===== src/rtl/rf_wb_arb_if.sv =====
// Writeback arbiter bus: two writeback requesters, issue/decode pending lookups and the
// register-file write port, bundled for connection to rf_wb_arb.
interface rf_wb_arb_if;
  logic        v0;
  logic [4:0]  rd0;
  logic [31:0] wd0;
  logic        rdy0;
  logic        v1;
  logic [4:0]  rd1;
  logic [31:0] wd1;
  logic        rdy1;
  logic        iss_v;
  logic [4:0]  iss_rd;
  logic [4:0]  rs1;
  logic [4:0]  rs2;
  logic        pend1;
  logic        pend2;
  logic        WE3;
  logic [4:0]  A3;
  logic [31:0] WD3;

  modport master (
    output v0, rd0, wd0, v1, rd1, wd1, iss_v, iss_rd, rs1, rs2,
    input  rdy0, rdy1, pend1, pend2, WE3, A3, WD3
  );

  modport slave (
    input  v0, rd0, wd0, v1, rd1, wd1, iss_v, iss_rd, rs1, rs2,
    output rdy0, rdy1, pend1, pend2, WE3, A3, WD3
  );
endinterface


===== src/rtl/rf_wb_arb.sv =====
// Two-port register-file writeback arbiter with long-latency pending scoreboard.
// Define RF_WB_RR_EN for round-robin arbitration instead of fixed priority + starvation guard.
module rf_wb_arb #(
  parameter int STARVE_LIMIT = 4
) (
  input  logic         clk,
  input  logic         reset_n,
  rf_wb_arb_if.slave   bus
);

  logic        rdy0_s;
  logic        rdy1_s;
  logic        we_q,   we_d;
  logic [4:0]  a_q,    a_d;
  logic [31:0] wd_q,   wd_d;
  logic [31:0] mask_q, mask_d;

`ifdef RF_WB_RR_EN
  logic ptr_q, ptr_d;

  // Round-robin grant: the pointed-to port wins a conflict and then yields the pointer.
  always_comb begin
    rdy0_s = 1'b0;
    rdy1_s = 1'b0;
    ptr_d  = ptr_q;
    if (reset_n) begin
      rdy0_s = bus.v0 && (!bus.v1 || !ptr_q);
      rdy1_s = bus.v1 && (!bus.v0 ||  ptr_q);
    end else begin
      rdy0_s = 1'b0;
      rdy1_s = 1'b0;
    end
    if (!ptr_q && rdy0_s) begin
      ptr_d = 1'b1;
    end else if (ptr_q && rdy1_s) begin
      ptr_d = 1'b0;
    end else begin
      ptr_d = ptr_q;
    end
  end

  // Round-robin pointer register.
  always_ff @(posedge clk or negedge reset_n) begin
    if (!reset_n) begin
      ptr_q <= 1'b0;
    end else begin
      ptr_q <= ptr_d;
    end
  end
`else
  localparam int CW = (STARVE_LIMIT < 1) ? 1 : $clog2(STARVE_LIMIT + 1);
  localparam logic [CW-1:0] LIMIT = CW'(STARVE_LIMIT);

  logic [CW-1:0] cnt_q, cnt_d;
  logic          force1_s;

  // Fixed priority to port 0, overridden once port 1 has been refused LIMIT cycles in a row.
  always_comb begin
    rdy0_s   = 1'b0;
    rdy1_s   = 1'b0;
    cnt_d    = cnt_q;
    force1_s = bus.v1 && (cnt_q == LIMIT);
    if (reset_n) begin
      rdy0_s = bus.v0 && !force1_s;
      rdy1_s = bus.v1 && (!bus.v0 || force1_s);
    end else begin
      rdy0_s = 1'b0;
      rdy1_s = 1'b0;
    end
    if (!bus.v1 || rdy1_s) begin
      cnt_d = {CW{1'b0}};
    end else if (cnt_q != LIMIT) begin
      cnt_d = cnt_q + {{(CW-1){1'b0}}, 1'b1};
    end else begin
      cnt_d = cnt_q;
    end
  end

  // Starvation counter register.
  always_ff @(posedge clk or negedge reset_n) begin
    if (!reset_n) begin
      cnt_q <= {CW{1'b0}};
    end else begin
      cnt_q <= cnt_d;
    end
  end
`endif

  // Select the accepted request for the write port; rd==0 completes the handshake but never writes.
  always_comb begin
    we_d = 1'b0;
    a_d  = a_q;
    wd_d = wd_q;
    if (rdy0_s) begin
      we_d = (bus.rd0 != 5'd0);
      a_d  = bus.rd0;
      wd_d = bus.wd0;
    end else if (rdy1_s) begin
      we_d = (bus.rd1 != 5'd0);
      a_d  = bus.rd1;
      wd_d = bus.wd1;
    end else begin
      we_d = 1'b0;
    end
  end

  // Pending mask: clear on port-1 acceptance, then set on issue so a re-issue stays pending.
  always_comb begin
    mask_d = mask_q;
    if (rdy1_s) begin
      mask_d[bus.rd1] = 1'b0;
    end else begin
      mask_d = mask_q;
    end
    if (bus.iss_v && (bus.iss_rd != 5'd0)) begin
      mask_d[bus.iss_rd] = 1'b1;
    end else begin
      mask_d = mask_d;
    end
    mask_d[0] = 1'b0;
  end

  // Registered write port and pending mask; reset drops any write not yet retired.
  always_ff @(posedge clk or negedge reset_n) begin
    if (!reset_n) begin
      we_q   <= 1'b0;
      a_q    <= 5'd0;
      wd_q   <= 32'd0;
      mask_q <= 32'd0;
    end else begin
      we_q   <= we_d;
      a_q    <= a_d;
      wd_q   <= wd_d;
      mask_q <= mask_d;
    end
  end

  assign bus.rdy0  = rdy0_s;
  assign bus.rdy1  = rdy1_s;
  assign bus.WE3   = we_q;
  assign bus.A3    = a_q;
  assign bus.WD3   = wd_q;
  assign bus.pend1 = mask_q[bus.rs1];
  assign bus.pend2 = mask_q[bus.rs2];

endmodule


===== src/flat_wrapper.sv =====
// flat-port wrapper written by rule: the top's interface ports become plain ports
module rf_wb_arb_flat 
#(
  parameter int STARVE_LIMIT = 4
)
  (clk, reset_n, bus_v0, bus_rd0, bus_wd0, bus_v1, bus_rd1, bus_wd1, bus_iss_v, bus_iss_rd, bus_rs1, bus_rs2, bus_rdy0, bus_rdy1, bus_pend1, bus_pend2, bus_WE3, bus_A3, bus_WD3);
  rf_wb_arb_if bus_i ();
  input  logic clk;
  input  logic reset_n;
  input wire logic [$bits(bus_i.v0)-1:0] bus_v0;
  input wire logic [$bits(bus_i.rd0)-1:0] bus_rd0;
  input wire logic [$bits(bus_i.wd0)-1:0] bus_wd0;
  input wire logic [$bits(bus_i.v1)-1:0] bus_v1;
  input wire logic [$bits(bus_i.rd1)-1:0] bus_rd1;
  input wire logic [$bits(bus_i.wd1)-1:0] bus_wd1;
  input wire logic [$bits(bus_i.iss_v)-1:0] bus_iss_v;
  input wire logic [$bits(bus_i.iss_rd)-1:0] bus_iss_rd;
  input wire logic [$bits(bus_i.rs1)-1:0] bus_rs1;
  input wire logic [$bits(bus_i.rs2)-1:0] bus_rs2;
  output wire logic [$bits(bus_i.rdy0)-1:0] bus_rdy0;
  output wire logic [$bits(bus_i.rdy1)-1:0] bus_rdy1;
  output wire logic [$bits(bus_i.pend1)-1:0] bus_pend1;
  output wire logic [$bits(bus_i.pend2)-1:0] bus_pend2;
  output wire logic [$bits(bus_i.WE3)-1:0] bus_WE3;
  output wire logic [$bits(bus_i.A3)-1:0] bus_A3;
  output wire logic [$bits(bus_i.WD3)-1:0] bus_WD3;
  assign bus_i.v0 = bus_v0;
  assign bus_i.rd0 = bus_rd0;
  assign bus_i.wd0 = bus_wd0;
  assign bus_i.v1 = bus_v1;
  assign bus_i.rd1 = bus_rd1;
  assign bus_i.wd1 = bus_wd1;
  assign bus_i.iss_v = bus_iss_v;
  assign bus_i.iss_rd = bus_iss_rd;
  assign bus_i.rs1 = bus_rs1;
  assign bus_i.rs2 = bus_rs2;
  assign bus_rdy0 = bus_i.rdy0;
  assign bus_rdy1 = bus_i.rdy1;
  assign bus_pend1 = bus_i.pend1;
  assign bus_pend2 = bus_i.pend2;
  assign bus_WE3 = bus_i.WE3;
  assign bus_A3 = bus_i.A3;
  assign bus_WD3 = bus_i.WD3;
  rf_wb_arb #(.STARVE_LIMIT(STARVE_LIMIT)) u_core (.clk(clk), .reset_n(reset_n), .bus(bus_i));
endmodule

===== config.mk =====
export PLATFORM = sky130hd
export DESIGN_NAME = rf_wb_arb_flat
export DESIGN_NICKNAME = d
export VERILOG_FILES = /design/src/rtl/rf_wb_arb_if.sv /design/src/rtl/rf_wb_arb.sv /design/src/flat_wrapper.sv
export SDC_FILE = /design/constraint.sdc
export NUM_CORES = 1
export LEC_CHECK = 0
export CAP_MARGIN = 20
export CORE_ASPECT_RATIO = 1.75
export CORE_MARGIN = 3
export CORE_UTILIZATION = 40
export CTS_BUF_LIST = sky130_fd_sc_hd__clkbuf_8 sky130_fd_sc_hd__clkbuf_16
export CTS_CLUSTER_DIAMETER = 60
export DETAILED_ROUTE_END_ITERATION = 8
export MAX_ROUTING_LAYER = met4
export PLACE_DENSITY_LB_ADDON = 0.08
export SLEW_MARGIN = 10
export SYNTH_ARGS = -nofsm -noshare
export SYNTH_HDL_FRONTEND = slang
export SYNTH_SLANG_ARGS = --single-unit

===== constraint.sdc =====
create_clock -name clk -period 5.66 [get_ports clk]
set_clock_uncertainty 0.1 [all_clocks]
set_input_delay 1.698 -clock clk [delete_from_list [all_inputs] [get_ports clk]]
set_output_delay 1.698 -clock clk [all_outputs]
set_load 0.01 [all_outputs]

## After elaboration in Yosys (flattened, before gate mapping)

Index checks and enable logic that the tools add are counted.

| storage, ports and cells | value |
|---|---|
| register bits | 72 |
| input port bits | 94 |
| output and inout bits | 42 |

| cells by class | value |
|---|---|
| add/subtract/negate cells | 1 |
| $lt $le $gt $ge | 6 |
| eq/ne operators | 2 |
| multiplexer cells | 20 |
| bitwise operators | 3 |
| reductions and logical operators | 16 |

Operators with widths:

| operator | number |
|---|---|
| $mux W32 | 4 |
| $and A32 B32 Y32 | 1 |
| $not A32 Y32 | 1 |
| $or A32 B32 Y32 | 1 |
| $lt A5 B6 Y1 const B | 4 |
| $reduce_bool A5 Y1 | 3 |
| $bmux W1 S5 | 2 |
| $demux W1 S5 | 2 |
| $ge A5 B1 Y1 const B | 2 |
| $mux W5 | 2 |
| $mux W1 | 8 |
| $logic_and A1 B1 Y1 | 6 |
| $mux W3 | 2 |
| $reduce_bool A2 Y1 | 2 |
| $add A3 B1 Y3 const B | 1 |
| $eq A3 B3 Y1 const B | 1 |
| $logic_not A1 Y1 | 3 |
| $ne A3 B3 Y1 const B | 1 |
| $logic_or A1 B1 Y1 | 2 |

## Longest topological paths before layout

| logic depth | value |
|---|---|
| depth after elaboration | 9 |
| mapped depth | 8 |
| gate-level depth less buffers | 7 |

## Worst setup path after synthesis

No wires, ideal clock.

| path | value |
|---|---|
| path kind | input-to-output |
| start point | input port bus_rs1[0] |
| end point | output port bus_pend1 |
| arrival | 2.748 ns |
| path slack | 1.114 ns |
| stages on the path | 5 |
| cell sequence | buf_2 mux4_2 nand2b_1 o211ai_1 nand4_1 |

| between the ends | value |
|---|---|
| cells in the longest elaborated chain, start to end | 2 |

Ends and longest elaborated chain:

| element | RTL line | text |
|---|---|---|
| start: declaration | flat_wrapper.sv:18 | `input wire logic [$bits(bus_i.rs1)-1:0] bus_rs1;` |
| $bmux W1 S5 | rf_wb_arb.sv:143 | `assign bus.pend1 = mask_q[bus.rs1];` |
| $mux W1 (not written as such) | rf_wb_arb.sv:143 |  |
| end: declaration | flat_wrapper.sv:22 | `output wire logic [$bits(bus_i.pend1)-1:0] bus_pend1;` |

No other way between the ends. The select of a mux whose other input is x is not followed.

## Worst setup path after layout

| path | value |
|---|---|
| start point | input port bus_rs2[0] |
| end point | output port bus_pend2 |

| between the ends | value |
|---|---|
| cells in the longest elaborated chain, start to end | 2 |

Ends and longest elaborated chain:

| element | RTL line | text |
|---|---|---|
| start: declaration | flat_wrapper.sv:19 | `input wire logic [$bits(bus_i.rs2)-1:0] bus_rs2;` |
| $bmux W1 S5 | rf_wb_arb.sv:144 | `assign bus.pend2 = mask_q[bus.rs2];` |
| $mux W1 (not written as such) | rf_wb_arb.sv:144 |  |
| end: declaration | flat_wrapper.sv:23 | `output wire logic [$bits(bus_i.pend2)-1:0] bus_pend2;` |

No other way between the ends. The select of a mux whose other input is x is not followed.

==> results.sh <==
export IMPL_nets=621
export IMPL_hold_class="flop to flop"
export IMPL_worstMarginPinSlew_ns=0.941
export IMPL_dpl_hpwl_mm=8.90
export IMPL_cts_tree="yes"
export IMPL_grt_pass1_vias=3862
export IMPL_cts_hold_buf=0
export IMPL_power_density_nw_per_um2=305
export IMPL_cts_root_buffer="clkbuf_16"
export IMPL_critPathLaunch="bus_rs2[0]"
export IMPL_critPathLaunchType="input pin"
export IMPL_crit_arrival_ns=3.72
export IMPL_start_util_pct=41.7
export IMPL_worst_path_stages=6
export IMPL_synth_edf_count=0
export IMPL_cts_buffer_depth=2
export IMPL_cap_viol_max_count=0
export IMPL_die_h_um=133
export IMPL_clkSinkCount=72
export IMPL_die_w_um=78.3
export IMPL_drt_initial_drc_count=229
export IMPL_cp_slowest_cell="clkdlybuf4s50_1"
export IMPL_fmax_ghz=0.181
export IMPL_fin_crit_sh_pct=97.6
export IMPL_r2r_end="u_core.bus.A3[2]$_DFFE_PN0P_"
export IMPL_hold_viol=0
export IMPL_finalSetupTns_ns=0
export IMPL_fin_crit_ns=5.52
export IMPL_vias=3600
export IMPL_rsz0062_at_grt="no"
export IMPL_cts_buffers=9
export IMPL_ff2ff_setup_slack_ns=3.63
export IMPL_final_setup_viol_count=0
export IMPL_firstDrtPassIters=7
export IMPL_cpPeakStageDelay_ns=0.60
export IMPL_finalNonFillerCells=647
export IMPL_diodes=0
export IMPL_top_level_ports=136
export IMPL_path_clk_slew_ns=0.06
export IMPL_rows=45
export IMPL_critPathBufInv=2
export IMPL_antenna_found_initial=0
export IMPL_grt_overflow_total=0
export IMPL_post_cts_buffers=0
export IMPL_drv_slew=0
export IMPL_reg2reg_depth=8
export IMPL_status="finished, final reports clean"
export IMPL_synth_seq_area_share_pct=49.2
export IMPL_synth_cell_types=36
export IMPL_clock_latency_ns=0.33
export IMPL_end_kind="output pin"
export IMPL_grt_start_max_net_pins=75
export IMPL_slew_headroom_pct=37.1
export IMPL_crit_fanout=4
export IMPL_cts_resized=0
export IMPL_ys_ff_latch=72
export IMPL_wl_per_cell_um=18.1
export IMPL_required_ns=3.86
export IMPL_viasPerCell=5.56
export IMPL_syn_area_um2=3660
export IMPL_syn2layout_area_growth_pct=48.1
export IMPL_synthCells=392
export IMPL_p_total_mw=1.65
export IMPL_synth_nets=488
export IMPL_reg2reg_from="u_core.cnt_q[0]$_DFFE_PN0P_"
export IMPL_leakage_nw=2.13
export IMPL_synth_avg_cell_area_um2=9.34
export IMPL_antenna_left=0
export IMPL_gp_congestion=0.801
export IMPL_ir_worst_vdd_mv=0.249
export IMPL_ys_flop_type="dfrtp_1"
export IMPL_ys_warn_count=0
export IMPL_cp_top_family="buffers and inverters"
export IMPL_route_detailed_drc=0
export IMPL_htreeDepth=3
export IMPL_dieArea_um2=10400
export IMPL_core_um2=8780
export IMPL_cp_common_cell="clkdlybuf4s50_1"
export IMPL_crit_type="input pin to output pin"
export IMPL_placedCellCount=631
export IMPL_crit_end="bus_pend2"
export IMPL_io_buffers=135
export IMPL_grt_pass1_wl_mm=18.8
export IMPL_routed_wl_mm=11.7
export IMPL_nFillCells=797
export IMPL_drive_gt1_share_pct=6.60
export IMPL_async_flop_share_pct=100
export IMPL_grt_usage_pct=24.0
export IMPL_path_cells="clkdlybuf4s50_1 -> mux4_2 -> nand2b_1 -> o2111ai_1 -> nand4_1 -> clkdlybuf4s50_1"
-- worst min-delay path by stage --
stage,end,cells after the start,from
finish,u_core.bus.WD3[30]$_DFFE_PN0P_,2,u_core.bus.WD3[30]$_DFFE_PN0P_
global route,u_core.bus.WD3[21]$_DFFE_PN0P_,2,u_core.bus.WD3[21]$_DFFE_PN0P_
CTS,u_core.bus.WD3[30]$_DFFE_PN0P_,2,u_core.bus.WD3[30]$_DFFE_PN0P_
floorplan,u_core.mask_q[18]$_DFF_PN0_,2,u_core.mask_q[18]$_DFF_PN0_
detailed placement,u_core.bus.WD3[30]$_DFFE_PN0P_,2,u_core.bus.WD3[30]$_DFFE_PN0P_
global placement,u_core.bus.A3[0]$_DFFE_PN0P_,2,u_core.bus.A3[0]$_DFFE_PN0P_
-- worst register-to-register path, stage by stage (launching register included) --
cell and delay [ns]:
dfrtp_1 0.38, inv_1 0.06, ha_1 0.25, a21bo_2 0.29, nand2_4 0.20, clkinv_2 0.09
buf_4 0.24, o22ai_1 0.17, o21ai_0 0.11
-- state kept, by name, indices dropped and copies added, names as in the netlist --
register,flops
u_core.bus.A3,5
u_core.mask_q,31
u_core.bus.WD3,32
u_core.bus.WE3,1
u_core.cnt_q,3
-- layout by cell type, fill, tap and decap left out, types with 6 or more instances in the layout --
master | netlist | layout
buf_4 | 2 | 9
clkdlybuf4s50_1 | 0 | 134
mux4_2 | 6 | 6
nand2b_1 | 6 | 6
mux2i_1 | 18 | 18
nand4_1 | 7 | 7
inv_1 | 6 | 6
o22ai_1 | 36 | 36
nand3_1 | 17 | 17
nor2_1 | 29 | 29
nand2_1 | 39 | 39
o21ai_0 | 83 | 83
nor2b_1 | 7 | 7
clkbuf_16 | 0 | 9
dfrtp_1 | 72 | 72
a21oi_1 | 7 | 7
-- per-layer routing --
| metal | part of all wire [%] | wire, µm | up-vias | GRT usage [%] |
|---|---|---|---|---|
| met5 | 0 | 0 | - | - |
| met1 | 36 | 4180 | 1724 | 23.6 |
| met4 | 2.6 | 305 | 0 | 10.4 |
| li1 | - | - | 1710 | - |
| met3 | 6.6 | 778 | 23 | 6.95 |
| met2 | 55 | 6470 | 143 | 43.0 |
-- cell usage after synthesis, types with 2 or more instances --
master / n / area, µm²
o21ai_0: 83 / 415
dfrtp_1: 72 / 1800
nand2_1: 39 / 146
o22ai_1: 36 / 225
nor2_1: 29 / 109
mux2i_1: 18 / 180
nand3_1: 17 / 85.1
clkbuf_1: 14 / 52.6
a21oi_1: 7 / 35.0
nand4_1: 7 / 43.8
nor2b_1: 7 / 43.8
buf_2: 6 / 30.0
inv_1: 6 / 22.5
mux4_2: 6 / 135
nand2b_1: 6 / 37.5
a22oi_1: 5 / 37.5
o41ai_1: 4 / 35.0
nand3b_1: 3 / 22.5
o21ai_1: 3 / 15.0
a211oi_1: 2 / 15.0
buf_4: 2 / 15.0
ha_1: 2 / 25.0
nor3_1: 2 / 10.0
o2111ai_1: 2 / 17.5
o211ai_1: 2 / 15.0
or3b_1: 2 / 17.5
-- cell families (layout without fill, tap and decap cells) --
| logic type | after synthesis | in the layout | synth area share [%] |
|---|---|---|---|
| flip-flops | 72 | 72 | 49.2 |
| AND/OR/NAND/NOR | 117 | 117 | 15.1 |
| XOR/XNOR | 1 | 1 | 0.239 |
| multiplexers | 24 | 24 | 8.61 |
| adder cells (fa/ha/maj) | 2 | 2 | 0.683 |
| buffers and inverters | 30 | 168 | 3.52 |
| AO/OA/AOI/OAI | 146 | 146 | 22.6 |
-- per-stage QoR --
stage                     instance area (µm²)  util [%]  setup WS (ns)  hold slack (ns)
after global placement                   5120      58.3          0.120            0.372
after CTS                                5420      61.7          0.126            0.401
after detailed placement                 5120      58.3          0.131            0.387
after floorplan                          3660         -           1.11            0.382
final                                    5420      61.7          0.137            0.392
after global routing                     5420      61.7         0.0268            0.427
-- power breakdown --
| part | switching [mW] | internal, mW |
|---|---|---|
| clock network | 0.219 | 0.341 |
| registers | 0.0679 | 0.612 |
| logic | 0.184 | 0.230 |
-- layout make-up --
cell class              instances  area (µm²)  area share (%)
multi-input cells             290        1730            31.9
repair buffers                144        1410            26.1
clock inverters                 7        72.6            1.34
inverters                       8        31.3           0.577
well taps                     117         146            2.70
flip-flops and latches         72        1800            33.2
clock buffers                   9         225            4.15
Note: power is estimated with default switching activity, not from simulation.
